<file path="src/rtl/replica_pkg.sv">
// Shared types for the 2-opt / or-opt distance sequencing path.
package replica_pkg;

  // Number of tour positions in the default configuration.
  localparam int city_num = 30;

  // Longest distance-command sequence any opt can produce.
  localparam int max_seq_len = 6;

  typedef enum logic [1:0] {
    TWO = 2'd0,
    OR0 = 2'd1,
    OR1 = 2'd2,
    THR = 2'd3
  } opt_command_t;

  typedef struct packed {
    opt_command_t command;
    logic [6:0]   k;
    logic [6:0]   l;
  } opt_t;

  typedef enum logic [2:0] {
    KN = 3'd0,
    LN = 3'd1,
    KP = 3'd2,
    LP = 3'd3,
    KM = 3'd4,
    LM = 3'd5
  } distance_select_t;

  typedef enum logic [1:0] {
    DNOP = 2'd0,
    ZERO = 2'd1,
    PLS  = 2'd2,
    MNS  = 2'd3
  } distance_op_t;

  typedef struct packed {
    distance_select_t select;
    distance_op_t     op;
  } distance_command_t;

  typedef enum logic {
    IDLE = 1'b0,
    RUN  = 1'b1
  } seq_state_t;

  // Index of the final command for a given opt type.
  function automatic logic [2:0] seq_last(opt_command_t c);
    return (c == TWO) ? 3'd3 : 3'(max_seq_len - 1);
  endfunction

  // Command issued at a given step of the sequence for an opt type.
  function automatic distance_command_t seq_cmd(opt_command_t c, logic [2:0] step);
    distance_command_t r;
    r = '{select: KN, op: DNOP};
    if (c == TWO) begin
      case (step)
        3'd0:    r = '{select: KN, op: ZERO};
        3'd1:    r = '{select: LN, op: PLS};
        3'd2:    r = '{select: KP, op: MNS};
        3'd3:    r = '{select: LP, op: MNS};
        default: r = '{select: KN, op: DNOP};
      endcase
    end else begin
      case (step)
        3'd0:    r = '{select: LM, op: ZERO};
        3'd1:    r = '{select: KN, op: PLS};
        3'd2:    r = '{select: LN, op: PLS};
        3'd3:    r = '{select: KM, op: MNS};
        3'd4:    r = '{select: KP, op: MNS};
        3'd5:    r = '{select: LP, op: MNS};
        default: r = '{select: KN, op: DNOP};
      endcase
    end
    return r;
  endfunction

endpackage

</file>
<file path="src/rtl/opt_pos_wrap.sv">
// Neighbour of a tour position, wrapping around the ring of CITY_NUM positions.
import replica_pkg::*;

module opt_pos_wrap #(
  parameter int CITY_NUM = city_num
) (
  input  logic [6:0] pos,
  input  logic       dec,
  output logic [6:0] pos_out
);

  // Step one position forward or backward with wrap at both ends.
  always_comb begin
    if (dec) begin
      pos_out = (pos == 7'd0) ? 7'(CITY_NUM - 1) : pos - 7'd1;
    end else begin
      pos_out = (pos == 7'(CITY_NUM - 1)) ? 7'd0 : pos + 7'd1;
    end
  end

endmodule

</file>
<file path="src/rtl/opt_dist_seq.sv">
// Turns one accepted opt into its sequence of distance-unit commands.
import replica_pkg::*;

module opt_dist_seq #(
  parameter int CITY_NUM = city_num
) (
  input  logic              clk,
  input  logic              reset,
  input  logic              opt_valid,
  output logic              opt_ready,
  input  opt_t              opt_in,
  output logic              cmd_valid,
  input  logic              cmd_ready,
  output distance_command_t cmd_out,
  output logic [6:0]        pos_a,
  output logic [6:0]        pos_b,
  output logic              done,
  output logic              err
);

  seq_state_t state_reg, state_next;
  logic [2:0] step_reg, step_next;
  opt_t       opt_reg, opt_next;
  logic       done_reg, done_next;
  logic       err_reg, err_next;
  logic       illegal;

  // Neighbours of the captured K and L: [0]=K+1, [1]=L+1, [2]=K-1.
  logic [6:0] wrap_out [3];

  for (genvar gi = 0; gi < 3; gi++) begin : g_wrap
    opt_pos_wrap #(.CITY_NUM(CITY_NUM)) u_wrap (
      .pos     ((gi == 1) ? opt_reg.l : opt_reg.k),
      .dec     (gi == 2),
      .pos_out (wrap_out[gi])
    );
  end

  // Out-of-range positions or an ordering the opt type cannot use.
  assign illegal = (opt_in.k >= 7'(CITY_NUM)) || (opt_in.l >= 7'(CITY_NUM)) ||
                   (((opt_in.command == TWO) || (opt_in.command == OR0)) &&
                    (opt_in.k >= opt_in.l)) ||
                   ((opt_in.command == OR1) &&
                    ({1'b0, opt_in.k} <= ({1'b0, opt_in.l} + 8'd1)));

  // State, step counter, captured opt and completion flags.
  always_ff @(posedge clk) begin
    if (reset) begin
      state_reg <= IDLE;
      step_reg  <= 3'd0;
      opt_reg   <= '{command: TWO, k: 7'd0, l: 7'd0};
      done_reg  <= 1'b0;
      err_reg   <= 1'b0;
    end else begin
      state_reg <= state_next;
      step_reg  <= step_next;
      opt_reg   <= opt_next;
      done_reg  <= done_next;
      err_reg   <= err_next;
    end
  end

  // Next-state, handshakes and the command for the current step.
  always_comb begin
    state_next = state_reg;
    step_next  = step_reg;
    opt_next   = opt_reg;
    done_next  = 1'b0;
    err_next   = 1'b0;
    opt_ready  = 1'b0;
    cmd_valid  = 1'b0;
    cmd_out    = '{select: KN, op: DNOP};
    case (state_reg)
      IDLE: begin
        opt_ready = 1'b1;
        if (opt_valid) begin
          opt_next = opt_in;
          if (illegal) begin
            done_next = 1'b1;
            err_next  = 1'b1;
          end else if (opt_in.command == THR) begin
            done_next = 1'b1;
          end else begin
            step_next  = 3'd0;
            state_next = RUN;
          end
        end
      end
      RUN: begin
        cmd_valid = 1'b1;
        cmd_out   = seq_cmd(opt_reg.command, step_reg);
        if (cmd_ready) begin
          if (step_reg == seq_last(opt_reg.command)) begin
            step_next  = 3'd0;
            state_next = IDLE;
            done_next  = 1'b1;
          end else begin
            step_next = step_reg + 3'd1;
          end
        end
      end
      default: state_next = IDLE;
    endcase
  end

  // Position pair named by the selected distance.
  always_comb begin
    pos_a = opt_reg.k;
    pos_b = opt_reg.l;
    case (cmd_out.select)
      KN: begin pos_a = opt_reg.k;   pos_b = opt_reg.l;   end
      LN: begin pos_a = wrap_out[0]; pos_b = wrap_out[1]; end
      KP: begin pos_a = opt_reg.k;   pos_b = wrap_out[0]; end
      LP: begin pos_a = opt_reg.l;   pos_b = wrap_out[1]; end
      KM: begin pos_a = wrap_out[2]; pos_b = opt_reg.k;   end
      LM: begin pos_a = wrap_out[2]; pos_b = wrap_out[0]; end
      default: begin pos_a = opt_reg.k; pos_b = opt_reg.l; end
    endcase
  end

  assign done = done_reg;
  assign err  = err_reg;

endmodule

</file>
<file path="config.mk">
export PLATFORM = sky130hd
export DESIGN_NAME = opt_dist_seq
export DESIGN_NICKNAME = d
export VERILOG_FILES = /design/src/rtl/replica_pkg.sv /design/src/rtl/opt_pos_wrap.sv /design/src/rtl/opt_dist_seq.sv
export SDC_FILE = /design/constraint.sdc
export NUM_CORES = 1
export LEC_CHECK = 0
export CAP_MARGIN = 5
export CORE_AREA = 10 10 74 82
export CTS_CLUSTER_DIAMETER = 150
export DETAILED_ROUTE_END_ITERATION = 10
export DIE_AREA = 0 0 84 92
export HOLD_SLACK_MARGIN = 0.12
export PLACE_DENSITY = 0.86
export SYNTH_ARGS = -nofsm -noshare
export SYNTH_HDL_FRONTEND = slang
export SYNTH_SLANG_ARGS = --single-unit
</file>
<file path="constraint.sdc">
create_clock -name clk -period 5.3 [get_ports clk]
set_input_delay 0.53 -clock clk [delete_from_list [all_inputs] [get_ports clk]]
set_output_delay 0.53 -clock clk [all_outputs]
set_load 0.03 [all_outputs]
</file>
==> flow_summary.yaml, run 1 <==
outcome:
  status: "finished clean"
grt:
  antenna_found_initial: 0
  grt_max_degree: 26
  grt_pass1_wl_um: 11500
  grt-busiest-layer: "met2"
  grt-ovfl-total: 0
  grt_pass1_vias: 2557
  grtUsageTotal: 0.170
  grtUsageMet1: 0.202
  use_met3: 0.0177
  grt_use_met2: 0.293
timing:
  relSlewSlack: 0.302
  worstMarginPinSlew_ns: 1.05
  skew_ns: 0.00544
  setup_viol: 0
  period_share: 0.777
  period_needed_ns: 4.12
  maxSlewViolCount: 0
  rsz0062_at_grt: "false"
  max_clock_freq_mhz: 243
  setup_tns_ns: 0
  hold_viol: 0
  fin_ws_ns: 1.18
clock_tree:
  clk_pin_slew_ns: 0.08
  cts_resized: 0
  hold_buffers: 0
  clk-insertion-delay-late_ns: 0.27
  numCtsBuffers: 3
  cts_max_path_buffers: 2
  cts_root_buffer: "clkbuf_8"
  post_cts_buffers: 0
  cts_tree: "done"
  numClockSinks: 22
  h-tree-depth: 1
synthesis:
  synth-edff-count: 0
  yosysUniqueCellTypes: 63
  synth_area_mm2: 0.00254
  synth_fp_nets: 393
  synth-main-ff-cell: "dfxtp_1"
  synth.avg_cell_area_um2: 7.35
  yosys_warnings: 0
  synthArstFlopShare: 0
  ys_ff_latch: 22
  synth_cells: 346
  yosysSeqAreaShare: 0.173
worst_setup_path:
  worstPathMaxFanout: 12
  end_kind: "output pin"
  timing.rr.end: "step_reg[2]"
  criticalPathCategory: "reg -> out"
  reg2reg_from: "state_reg"
  startpoint_type: "flop"
  crit_family: "compound AO/OA/AOI/OAI gates"
  cp_slowest_cell: "clkdlybuf4s50_1"
  max_stage_delay_ns: 0.68
  rr_worst_depth: 5
  path_cells: "inv_1, ha_1, o211ai_1, o31ai_4, a21oi_2, a311oi_1, a21oi_1, clkdlybuf4s50_1"
  arrival_ns: 3.59
  crit_buf_inv: 2
  ff2ff_setup_slack_ns: 3.06
  worstPathRequired_ns: 4.77
die:
  initial_utilization: 0.567
  rows: 26
  core-area_mm2: 0.00449
  die-width_um: 84
  chipHeight_um: 92
  dieArea_mm2: 0.00773
  io_pins: 43
hold_path:
  hold_class: "reg -> reg"
  hold_end: "opt_reg[6]"
  holdPathStages: 2
  min_from: "opt_reg[6]"
pwr:
  ir_drop_mv: 0.130
  p_per_area_mw_per_mm2: 149
  total_power_uw: 447
  p_leak_uw: 0.00119
placed_design:
  placed_area_mm2: 0.00294
  hpwl_um: 5520
  io_buffers: 42
  detailedPlace.worstSlack_ns: 1.50
  gp_congestion: 0.956
final_layout:
  diodes: 0
  fin_nets: 423
  multi_input_area_mm2: 0.00191
  nFillCells: 423
  stdcell_area_mm2: 0.00300
  final_core_util: 0.668
  area_growth_pct: 17.8
  largest_reg_flops: 16
  layout-drive-gt1-share: 0.0667
  regArea_um2: 440
routing:
  routed_wl_um: 6810
  remaining_drc_errors: 0
  ant_nets: 0
  wl_per_cell_um: 15.8
  drt_iter0_drc: 203
  dr.pass1.iters: 4
  vias: 2597
  via_per_inst: 6.03
run:
  max-cap-violations: 0
-- per-stage QoR --
| stage | hold slack (ns) | cells |
|---|---|---|
| after floorplan | 0.459 | 346 |
| after global placement | 0.496 | 427 |
| after detailed placement | 0.524 | 427 |
| after CTS | 0.535 | 431 |
| after global routing | 0.557 | 431 |
| final | 0.531 | 431 |
-- layer usage --
metal	share of wire	up-vias
li1	-	1298
met1	0.44	1194
met2	0.49	89
met3	0.046	16
met4	0.028	0
met5	0	-
-- cell usage after synthesis, drive strengths merged (2+ instances only) --
master	n	share of area
ha	27	0.13
o41ai	4	0.021
nor2b	6	0.018
a211oi	2	0.0059
nor3	20	0.044
o21ai	14	0.033
nand4	3	0.0074
a31oi	2	0.0049
buf	6	0.020
o22ai	2	0.0049
a2bb2oi	2	0.0069
a21oi	38	0.081
mux2i	6	0.029
nor2	27	0.046
a21o	3	0.0089
o21a	2	0.0089
and3	7	0.017
clkbuf	11	0.016
a2111oi	4	0.024
inv	26	0.039
nand3	19	0.037
dfxtp	22	0.17
xor2	3	0.010
nand2	53	0.078
xnor2	11	0.038
o221ai	2	0.0069
a311oi	2	0.0069
-- tightest hold or removal path, delay by kind of cell (launching register included) --
family | cells | cell delay (ns)
AO/OA/AOI/OAI | 1 | 0.06
flip-flops | 1 | 0.35
AND/OR/NAND/NOR | 1 | 0.07
-- area by class of cell --
type,count,share of cell area
clock buffers,4,0.0184
inverters,26,0.0334
multi-input cells,281,0.638
flip-flops and latches,22,0.147
well taps,56,0.0234
repair buffers,42,0.140
-- worst max-delay path by stage --
| stage | from | end | slack [ns] | cells after the start |
|---|---|---|---|---|
| final | step_reg[2] | pos_b[3] | 1.18 | 8 |
| after global routing | step_reg[2] | pos_b[3] | 0.96 | 8 |
| after CTS | step_reg[2] | pos_b[3] | 1.20 | 8 |
| after detailed placement | step_reg[2] | pos_b[3] | 1.50 | 8 |
| after global placement | step_reg[2] | pos_b[3] | 1.62 | 8 |
| after floorplan | step_reg[2] | pos_a[4] | 2.13 | 9 |
-- power breakdown --
group	total [µW]	internal [µW]	leakage (µW)	switching, µW
Clock	120	66.3	0.0000288	53.9
Combinational	137	59.3	0.000978	77.9
Sequential	189	173	0.000181	16.2
Total	447	299	0.00119	148
-- placed cells by master (no fill, tap or decap), drive strengths merged, types with 7 or more instances in the layout --
master	instances
a21oi	38
and3	7
clkdlybuf4s50	42
dfxtp	22
ha	27
inv	26
nand2	53
nand3	19
nor2	27
nor3	20
o21ai	14
xnor2	11
-- kinds of logic after synthesis --
group / Yosys count / share of synthesized area
AND/OR/NAND/NOR: 142 / 0.269
AO/OA/AOI/OAI: 92 / 0.273
buffers and inverters: 43 / 0.0758
adder cells (fa/ha/maj): 27 / 0.133
flip-flops: 22 / 0.173
XOR/XNOR: 14 / 0.0482
multiplexers: 6 / 0.0285
Note: power is estimated with default switching activity, not from simulation.
==> run 2, diff against run 1 <==
- CORE_AREA: 10 10 74 82 -> 10 10 77 85
- DIE_AREA: 0 0 84 92 -> 0 0 87 95
- PLACE_DENSITY: 0.86 -> 0.79
- clock period: 5.3 -> 4.3 ns (I/O delays scaled with it)
==> flow_summary.yaml, run 2 (synthesized netlist as in run 1, its figures left out) <==
outcome:
  status: "finished clean"
placed_design:
  placedCellCount: 430
  hpwl_um: 5320
  io_buffers: 42
  gp_congestion: 0.914
grt:
  antenna_found_initial: 0
  grtUsageTotal: 0.161
  grt_pass1_wl_um: 11400
  grt_max_degree: 26
  grt_pass1_vias: 2547
  grt-ovfl-total: 0
die:
  die-width_um: 87
  io_pins: 43
  core-area_mm2: 0.00490
  initial_utilization: 0.519
  chipHeight_um: 95
  rows: 27
  dieArea_mm2: 0.00827
worst_setup_path:
  worstPathRequired_ns: 3.87
  timing.rr.end: "step_reg[1]"
  worstPathMaxFanout: 12
  startpoint_type: "flop"
  reg2reg_from: "state_reg"
  ff2ff_setup_slack_ns: 2.31
  criticalPathCategory: "reg -> out"
  rr_worst_depth: 6
  end_kind: "output pin"
  arrival_ns: 3.53
clock_tree:
  h-tree-depth: 1
  clk_pin_slew_ns: 0.08
  post_cts_buffers: 0
  cts_root_buffer: "clkbuf_8"
  cts_tree: "done"
  hold_buffers: 0
  numClockSinks: 22
  clk-insertion-delay-late_ns: 0.25
  cts_resized: 0
  numCtsBuffers: 3
  cts_max_path_buffers: 2
timing:
  worstMarginPinSlew_ns: 0.841
  period_share: 0.921
  maxSlewViolCount: 0
  max_clock_freq_mhz: 253
  relSlewSlack: 0.437
  setup_viol: 0
  period_needed_ns: 3.96
  rsz0062_at_grt: "false"
  setup_tns_ns: 0
  skew_ns: 0.00536
  hold_viol: 0
pwr:
  p_per_area_mw_per_mm2: 180
  p_leak_uw: 0.00119
  ir_drop_mv: 0.146
routing:
  routed_wl_um: 6440
  vias: 2550
  dr.pass1.iters: 4
  wl_per_cell_um: 14.8
  via_per_inst: 5.88
  remaining_drc_errors: 0
  drt_iter0_drc: 173
  ant_nets: 0
final_layout:
  fin_nets: 424
  diodes: 0
  regArea_um2: 440
  layout_commonest_cell: "nand2_1"
  layout_common_cells: "53 x nand2_1, 42 x clkdlybuf4s50_1, 36 x a21oi_1"
  area_growth_pct: 18.2
  multi_input_area_mm2: 0.00191
  nFillCells: 459
  largest_reg_flops: 16
  layout-drive-gt1-share: 0.0691
  final_cells: 434
hold_path:
  hold_class: "reg -> reg"
  min_from: "opt_reg[6]"
  holdPathStages: 2
  hold_end: "opt_reg[6]"
run:
  max-cap-violations: 0
[run 2: area by class of cell]
class,count,share of cell area
multi-input combinational,281,0.635
timing repair buffer,43,0.142
clock buffer,4,0.0183
inverter,26,0.0333
sequential,22,0.146
tap,58,0.0241
[run 2: layer usage]
metal	up-vias	track usage	share of wire	wire length, µm
met3	14	0.0241	0.071	460
met1	1143	0.199	0.43	2770
li1	1294	-	-	-
met5	-	0	0	0
met2	99	0.271	0.48	3060
met4	0	0.0649	0.023	150
[run 2: worst max-delay path by stage]
stage	startpoint	to	slack, ns	cells after the start
2_1_floorplan	step_reg[2]	pos_a[4]	1.23	9
3_3_place_gp	step_reg[2]	pos_b[3]	0.73	8
3_5_place_dp	step_reg[2]	pos_b[3]	0.61	8
4_1_cts	step_reg[2]	pos_b[3]	0.34	8
5_1_grt	step_reg[2]	pos_b[3]	0.02	8
6_report	step_reg[2]	pos_b[3]	0.34	8
[run 2: metrics by stage]
step	cell area, µm²	setup WS [ns]	hold WS [ns]	total power (µW)	utilization
2_1_floorplan	2540	1.23	0.459	339	-
3_3_place_gp	2950	0.725	0.500	402	0.603
3_5_place_dp	2950	0.611	0.509	406	0.603
4_1_cts	3010	0.337	0.519	545	0.614
5_1_grt	3010	0.0231	0.559	575	0.614
6_report	3010	0.340	0.517	542	0.614
[run 2: power breakdown]
part           total, µW  switching, µW  internal (µW)
combinational        169           95.0           73.7
sequential           233           19.9            213
clock                140           59.2           81.3
[run 2: critical path, cell delays in order (launching register included)]
cell             delay (ns)
dfxtp_1                0.58
inv_1                  0.12
ha_1                   0.34
o211ai_1               0.56
o31ai_4                0.20
a21oi_2                0.51
a311oi_1               0.11
a21oi_1                0.17
clkdlybuf4s50_1        0.69
==> run 3, diff against run 2 <==
- RECOVER_POWER: not set -> 50
==> flow_summary.yaml, run 3 (synthesized netlist as in run 1, its figures left out) <==
worst_setup_path:
  criticalPathCategory: "reg -> out"
  rr_worst_depth: 6
  end_kind: "output pin"
  crit_buf_inv: 2
  arrival_ns: 3.54
  worstPathMaxFanout: 12
  reg2reg_from: "state_reg"
  path_cells: "inv_1, ha_1, o211ai_1, o31ai_4, a21oi_2, a311oi_1, a21oi_1, clkdlybuf4s50_1"
  worstPathRequired_ns: 3.87
  startpoint_type: "flop"
  crit_family: "compound AO/OA/AOI/OAI gates"
  ff2ff_setup_slack_ns: 2.30
  cp_slowest_cell: "clkdlybuf4s50_1"
  max_stage_delay_ns: 0.69
  timing.rr.end: "step_reg[1]"
clock_tree:
  cts_tree: "done"
  cts_root_buffer: "clkbuf_8"
  clk-insertion-delay-late_ns: 0.25
  cts_max_path_buffers: 2
  cts_resized: 0
  hold_buffers: 0
  h-tree-depth: 1
  clk_pin_slew_ns: 0.08
  post_cts_buffers: 0
  numCtsBuffers: 3
  numClockSinks: 22
grt:
  grt_max_degree: 26
  grtUsageTotal: 0.161
  grt-ovfl-total: 0
  grt_pass1_vias: 2547
  antenna_found_initial: 0
  grt_pass1_wl_um: 11400
routing:
  highest_layer: "met4"
  ant_nets: 0
  drt_iter0_drc: 172
  wl_met2_um: 3070
  routed_wl_um: 6460
  wl_per_cell_um: 14.9
  remaining_drc_errors: 0
  wl_met3_um: 457
  via_per_inst: 5.87
  wl_met1_um: 2780
  vias: 2549
  dr.pass1.iters: 4
timing:
  period_needed_ns: 3.97
  max_clock_freq_mhz: 252
  setup_viol: 0
  period_share: 0.923
  maxSlewViolCount: 0
  relSlewSlack: 0.442
  skew_ns: 0.00615
  rsz0062_at_grt: "false"
  hold_viol: 0
  worstMarginPinSlew_ns: 0.835
  fin_ws_ns: 0.330
  setup_tns_ns: 0
placed_design:
  placedCellCount: 430
  hpwl_um: 5320
  gp_congestion: 0.914
  io_buffers: 42
  detailedPlace.worstSlack_ns: 0.611
die:
  rows: 27
  io_pins: 43
  die-width_um: 87
  dieArea_mm2: 0.00827
  core-area_mm2: 0.00490
  initial_utilization: 0.519
  chipHeight_um: 95
final_layout:
  fin_nets: 424
  diodes: 0
  largest_reg_flops: 16
  area_growth_pct: 18.2
  nFillCells: 459
  layout-drive-gt1-share: 0.0691
  final_cells: 434
  layout_commonest_cell: "nand2_1"
  layout_common_cells: "53 x nand2_1, 36 x a21oi_1, 36 x clkdlybuf4s50_1"
pwr:
  ir_drop_mv: 0.146
  power_frac_seq: 0.430
  p_per_area_mw_per_mm2: 180
  p_leak_uw: 0.00120
  clockPowerShare: 0.259
  internal_power_uw: 368
  swShare: 0.321
  combPwrFrac: 0.310
  switching_power_uw: 174
outcome:
  status: "finished clean"
hold_path:
  hold_end: "opt_reg[6]"
  min_from: "opt_reg[6]"
  holdPathStages: 2
  hold_class: "reg -> reg"
run:
  max-cap-violations: 0
==> run 3: metal layers <==
layer / vias to the layer above / GRT usage
met4: 0 / 0.0649
met1: 1145 / 0.199
met2: 95 / 0.271
li1: 1295 / -
met3: 14 / 0.0241
met5: - / 0
==> run 3: layout make-up <==
class	count	area (µm²)	share of cell area
multi-input combinational	281	1910	0.635
sequential	22	440	0.146
timing repair buffer	43	428	0.142
inverter	26	100	0.0333
tap	58	72.6	0.0241
clock buffer	4	55.1	0.0183
==> run 3: worst register-to-register path: cells and delay by family (launching register included) <==
family	cells	cell delay [ns]
simple gates	2	0.57
buf+inv	1	0.21
flops	1	0.56
compound gates	3	0.53
==> run 3: stage by stage <==
step | hold WS, ns | utilization | total power, µW | area (µm²)
2_1_floorplan | 0.459 | - | 339 | 2540
3_3_place_gp | 0.500 | 0.603 | 402 | 2950
3_5_place_dp | 0.509 | 0.603 | 406 | 2950
4_1_cts | 0.519 | 0.614 | 545 | 3010
5_1_grt | 0.559 | 0.614 | 575 | 3010
6_report | 0.520 | 0.614 | 542 | 3010
==> run 3: worst max-delay path by stage <==
stage / from / end / slack [ns] / depth (start not counted)
after global placement: step_reg[2] / pos_b[3] / 0.73 / 8
after floorplan: step_reg[2] / pos_a[4] / 1.23 / 9
after CTS: step_reg[2] / pos_b[3] / 0.34 / 8
final: step_reg[2] / pos_b[3] / 0.33 / 8
after detailed placement: step_reg[2] / pos_b[3] / 0.61 / 8
after global routing: step_reg[2] / pos_b[3] / 0.02 / 8
==> run 3: power groups by stage <==
stage	clock [µW]	combinational, µW	sequential (µW)
final	141	168	233
after global placement	0	165	237
after detailed placement	0	169	238
after floorplan	0	110	229
after CTS	144	169	233
after global routing	151	189	235
